File: src/rtl/mul8_shift_add.sv
// Sequential unsigned shift-and-add multiplier, WIDTH x WIDTH -> 2*WIDTH.
// The add itself is done by an external combinational adder driven through the adder_* ports.
module mul8_shift_add #(
  parameter int WIDTH = 8
) (
  input  logic               clk,
  input  logic               rst,
  input  logic               start,
  input  logic [WIDTH-1:0]   multiplicand,
  input  logic [WIDTH-1:0]   multiplier,
  output logic               busy,
  output logic               done,
  output logic [2*WIDTH-1:0] product,
  output logic [WIDTH-1:0]   adder_operand1,
  output logic [WIDTH-1:0]   adder_operand2,
  output logic               adder_carry_in,
  input  logic [WIDTH-1:0]   adder_result,
  input  logic               adder_carry_out
);

  localparam int CNT_W = $clog2(WIDTH) + 1;
  localparam logic [CNT_W-1:0] LAST_STEP = CNT_W'(WIDTH - 1);

  typedef enum logic [1:0] {
    IDLE = 2'd0,
    CALC = 2'd1,
    DONE = 2'd2
  } state_t;

  state_t             state_r;
  state_t             state_s;
  logic [WIDTH-1:0]   a_r;
  logic [WIDTH-1:0]   q_r;
  logic [WIDTH-1:0]   m_r;
  logic [CNT_W-1:0]   cnt_r;
  logic [2*WIDTH-1:0] product_r;
  logic               busy_r;
  logic               done_r;
  logic [WIDTH:0]     sum_s;
  logic [WIDTH-1:0]   a_next_s;
  logic [WIDTH-1:0]   q_next_s;

  // Carry-out is kept as the top bit so a full-scale step cannot overflow A.
  assign sum_s    = {adder_carry_out, adder_result};
  assign a_next_s = sum_s[WIDTH:1];
  assign q_next_s = {sum_s[0], q_r[WIDTH-1:1]};

  assign busy    = busy_r;
  assign done    = done_r;
  assign product = product_r;

  // State register.
  always_ff @(posedge clk or posedge rst) begin
    if (rst) begin
      state_r <= IDLE;
    end else begin
      state_r <= state_s;
    end
  end

  // Next-state logic; start is only honoured from IDLE.
  always_comb begin
    state_s = state_r;
    case (state_r)
      IDLE: begin
        if (start) begin
          state_s = CALC;
        end else begin
          state_s = IDLE;
        end
      end
      CALC: begin
        if (cnt_r == LAST_STEP) begin
          state_s = DONE;
        end else begin
          state_s = CALC;
        end
      end
      DONE:    state_s = IDLE;
      default: state_s = IDLE;
    endcase
  end

  // Adder drive: operands only presented while stepping, otherwise quiet.
  always_comb begin
    adder_operand1 = {WIDTH{1'b0}};
    adder_operand2 = {WIDTH{1'b0}};
    adder_carry_in = 1'b0;
    if (state_r == CALC) begin
      adder_operand1 = a_r;
      adder_operand2 = q_r[0] ? m_r : {WIDTH{1'b0}};
    end else begin
      adder_operand1 = {WIDTH{1'b0}};
      adder_operand2 = {WIDTH{1'b0}};
    end
  end

  // Operand capture, per-step shift/accumulate and product latch.
  always_ff @(posedge clk or posedge rst) begin
    if (rst) begin
      a_r       <= {WIDTH{1'b0}};
      q_r       <= {WIDTH{1'b0}};
      m_r       <= {WIDTH{1'b0}};
      cnt_r     <= {CNT_W{1'b0}};
      product_r <= {(2*WIDTH){1'b0}};
    end else begin
      case (state_r)
        IDLE: begin
          if (start) begin
            m_r   <= multiplicand;
            q_r   <= multiplier;
            a_r   <= {WIDTH{1'b0}};
            cnt_r <= {CNT_W{1'b0}};
          end else begin
            cnt_r <= cnt_r;
          end
        end
        CALC: begin
          a_r   <= a_next_s;
          q_r   <= q_next_s;
          cnt_r <= cnt_r + CNT_W'(1);
          if (cnt_r == LAST_STEP) begin
            product_r <= {a_next_s, q_next_s};
          end else begin
            product_r <= product_r;
          end
        end
        default: begin
          cnt_r <= cnt_r;
        end
      endcase
    end
  end

  // Status flags registered from the next state so they track state_r exactly.
  always_ff @(posedge clk or posedge rst) begin
    if (rst) begin
      busy_r <= 1'b0;
      done_r <= 1'b0;
    end else begin
      busy_r <= (state_s == CALC);
      done_r <= (state_s == DONE);
    end
  end

endmodule
File: config.mk
export PLATFORM = sky130hd
export DESIGN_NAME = mul8_shift_add
export DESIGN_NICKNAME = d
export VERILOG_FILES = /design/src/rtl/mul8_shift_add.sv
export SDC_FILE = /design/constraint.sdc
export NUM_CORES = 1
export LEC_CHECK = 0
export CORE_MARGIN = 2
export CORE_UTILIZATION = 29
export CTS_CLUSTER_SIZE = 30
export DETAILED_ROUTE_END_ITERATION = 10
export DONT_BUFFER_PORTS = 1
export PLACE_DENSITY = 0.46
export SETUP_SLACK_MARGIN = 0.02
export SYNTH_ARGS = -nofsm -noshare
export SYNTH_HDL_FRONTEND = slang
export SYNTH_SLANG_ARGS = --single-unit
File: constraint.sdc
create_clock -name clk -period 2 [get_ports clk]
set_input_delay 0.5 -clock clk [delete_from_list [all_inputs] [get_ports clk]]
set_output_delay 0.5 -clock clk [all_outputs]
set_load 0.03 [all_outputs]
# == After elaboration in Yosys (flattened, before gate mapping) ==
# Cells that the tools add are included.
# word_totals
ff_bits,48
in_bits,28
out_inout_bits,35
elab_cells,31
# classes
add_sub_neg,1
eq_ne,5
mux,12
reduce_logical,5
# op_table
operator,count
8-bit two-way mux,5
8-bit case mux with 2 select lines,2
4-bit case mux with 2 select lines,1
2-bit AND reduction,3
"4-bit by 1-bit adder with 4-bit output, second input constant",1
"2-bit by 1-bit == test with 1-bit output, second input constant",2
"4-bit by 3-bit == test with 1-bit output, second input constant",1
4-bit two-way mux,1
2-bit case mux with 2 select lines,1
"2-bit == test, second input constant",1
2-bit logical NOT,1
2-bit two-way mux,1
"2-bit != test, second input constant",1
2-bit nonzero test,1
1-bit two-way mux,1

# == Longest topological paths before layout ==
# logic_depth
depth_word,4
mapped_depth,5
depth_no_buf,4

# == Worst setup path before layout ==
# OpenSTA, ideal clock, no wires.
# synth_timing
path_kind,reg-to-output
startpoint,reg state_r[0]
endpoint,out adder_operand1[0]
arrival_ps,1237
required_ps,1500
path_slack_ps,263
stages_incl_launch_ff,5
n_path_buf,2
cell_sequence,dfrtp_1 -> nor2b_1 -> buf_2 -> clkbuf_1 -> and2_1
# synth_between
elab_chain_len,2
# synth_rtl
item,line,source
from (decl),30,state_t state_r;
from (signal assigned),57,state_r <= state_s;
2-bit by 1-bit == test with 1-bit output,89,if (state_r == CALC) begin
8-bit two-way mux,89,
to (decl),14,"output logic [WIDTH-1:0] adder_operand1,"
# Every way passes these cells.

# == Worst setup path in the final report ==
# layout_timing
startpoint,reg state_r[1]
endpoint,out adder_operand2[1]
# layout_between
elab_chain_len,2
# layout_rtl
item,line,source
2-bit by 1-bit == test with 1-bit output,89,
8-bit two-way mux,89,
to (decl),15,"output logic [WIDTH-1:0] adder_operand2,"
# Every way passes these cells.

==> metrics.md <==
| Metric | Value |
|---|---|
| Fin nets | 238 |
| Clk_lat worst skew | 0.30 ns |
| Max-cap violation count | 0 |
| FILL cells | 705 |
| Crit path buffers/inverters | 2 |
| Critical Path AT | 1.40 ns |
| Fmax | 526 MHz |
| GPL Wtd Cong | 0.704 |
| Multi-input logic area | 797 sq um |
| Synth cell types | 29 |
| Post-Route Skew | 0.00980 ns |
| Post-Synthesis Net Count | 217 |
| Vias after detailed routing | 1372 |
| Ports | 63 |
| Maximum buffer depth of the clock tree | 2 |
| H-Tree Depth | 2 |
| Register area | 1200 sq um |
| Clock transition at path regs | 0.10 ns |
| Least-Margin Pin Slew | 0.617 ns |
| Crit-path cells | nor2b_4 > buf_6 > and3_1 > buf_4 |
| Pwr dens | 1890 nW/um^2 |
| Share of cells above drive strength 1 | 27.1% |
| Diodes inserted | 0 |
| DRC viols | 0 |
| Post-synth ARST share | 100% |
| Die area | 7860 sq um |
| # clock sinks | 48 |
| Placed Area | 2320 sq um |
| Pin count of the biggest net entering global routing | 29 |
| CTS buffer count | 5 |
| Die W | 88.6 um |
| DRT iter0 DRCs | 43 |
| Overall routing resource usage | 12.0% |
| Max_slew headroom | 58.9% |
| Worst r2r path cells | 4 |
| Initial Util | 30.2% |
| Max Slew Vio Count | 0 |
| Largest area contributor in the netlist | dfrtp_1 |
| Largest stage delay, worst path | 0.45 ns |
| Via-to-Cell Ratio | 4.48 |
| Synth top cells by count | 48 x dfrtp_1, 46 x nand2_1 |
| Sequential share of the synthesized area | 57.8% |
| Post-synthesis cell count | 188 |
| CP max-delay cell | dfrtp_2 |
| First-pass DRT Iterations | 4 |
| Share of the synthesized area in the top cell type | 57.8% |
| Row cnt | 30 |
| Most instantiated library cell after synthesis | dfrtp_1 |
| Post-DR wirelength/cell | 14.5 um |
| Final ANT Viol Nets | 0 |
| Port-buffer cells | 0 |
| Worst-path maximum fanout | 14 |
| HP Class | in2async |
| Setup Viol. Count Final | 0 |
| Vias in the first global route | 1429 |
| Power Total | 4.60 mW |
| CP Capture Type | output pin |
| HPWL after DPL | 2.94 mm |
| Post-route cell area | 2440 sq um |
| First-pass GRT wire length | 7.11 mm |
| CP startpoint kind | register |
| Final period util | 95.1% |
| Avg Cell Area, Syn | 11.0 sq um |
| Mapped Area | 2080 sq um |
| Family with the most delay on the worst path | flip-flops |
| Initial antenna violation count | 0 |
| Root buffer cell | clkbuf_8 |
| Critical Path RT | 1.50 ns |
| Final wirelength | 4.42 mm |
| Post-synth EDFFs | 0 |
| Fin. Hold Viols | 0 |
| RSZ-0062 raised after global routing | true |
| Core Region | 6870 sq um |
| Setup_tns | 0 ns |
| Remaining global-route overflow | 0 |
| CP Class | reg2out |
| Stages on the worst setup path | 4 |
| Yosys warning count | 0 |
| Dominant cells by area after synthesis | dfrtp_1 58%, nand2_1 8.3%, mux2_4 6.5% |
| Maximum VDD drop | 0.000880 V |
| Cts hold-fix bufs | 0 |
| Post-synth top flop | dfrtp_1 |
| Status | finished clean |
| CTS tree | built |
| Leakage Power | 1.18 nW |
| Chip Height | 88.6 um |
| #FFs+latches synth | 48 |
| Area grow syn2layout | 17.3% |
| Final Critical Period | 1.90 ns |
[metrics by stage]
stage | setup WS, ns | cells | hold WS, ns | util (%)
finish | 0.0988 | 306 | 0.119 | 35.5
global route | 0.0130 | 306 | 0.161 | 35.5
CTS | 0.0551 | 305 | 0.140 | 35.2
detailed placement | 0.314 | 296 | 0.455 | 33.8
global placement | 0.327 | 296 | 0.456 | 33.8
floorplan | 0.263 | 188 | 0.438 | -
[routing by layer]
layer	global-route usage [%]	routed length [um]	up-vias
met5	0	0	-
met4	4.96	59	0
met3	4.01	281	5
met2	18.6	2030	38
met1	15.5	2060	667
li1	-	-	662
[cells in the final DEF (no fill, tap or decap)]
cell type	count
nor2_1	9
nor3_1	9
buf_12	2
conb_1	1
xnor2_1	1
mux2_2	7
mux2i_1	2
o21ai_0	1
nor2b_4	1
buf_6	2
nor3b_1	1
mux2_4	9
and3_1	8
dfrtp_2	1
and2_1	8
nand4_1	1
dfrtp_1	47
clkbuf_8	5
a21o_1	1
ha_1	1
nand2b_4	1
nand3_1	9
nor3b_2	1
inv_2	1
or3b_2	1
o22ai_1	8
nor3_4	1
clkinv_4	1
buf_4	21
nand2_1	46
buf_2	1
clkinv_2	2
[final timing paths]
path                                      startpoint                       to  slack, ns
worst min register to register    m_r[1]$_DFFE_PP0P_       m_r[1]$_DFFE_PP0P_       0.48
worst max register to register  state_r[0]$_DFF_PP0_       q_r[6]$_DFFE_PP0P_       0.33
min in group clk                     adder_result[4]       a_r[3]$_DFFE_PP0P_       0.30
worst max-delay path            state_r[1]$_DFF_PP0_        adder_operand2[1]        0.1
max in group asynchronous                        rst     state_r[1]$_DFF_PP0_       1.27
worst min-delay path                             rst  product[10]$_DFFE_PP0P_       0.12
[where the power goes]
group	internal [mW]	switching, mW
clock network	0.244	0.331
registers	1.43	0.658
logic	0.898	1.04
[logic make-up after synthesis]
logic type | count (synthesis) | synth area share, %
compound gates | 10 | 3.01
flops | 48 | 57.8
simple gates | 96 | 22.5
mux | 18 | 11.3
fa+ha+maj | 1 | 0.602
xor+xnor | 1 | 0.422
other cells | 1 | 0.181
buf+inv | 13 | 4.16
[repair_timing]
action | 4_1_cts | 5_1_grt
gates resized for setup | 1 | 3
buffers inserted | 1 | 0
setup endpoints to repair | 10 | 11
cloned | 0 | 1
[final cells by class]
class	instances	area share, %
multi-input cells	127	32.7
well taps	96	4.93
inverters	1	0.154
repair buffers	26	9.24
flip-flops and latches	48	49.4
clock buffers	5	2.82
clock inverters	3	0.770
[flip-flops by register name, summed over array words and instances, names as in the netlist]
signal and flops:
product 16, a_r 8, m_r 8, q_r 8
cnt_r 4, state_r 2, busy 1, done 1
No activity file was read; power rests on OpenSTA's default activity.
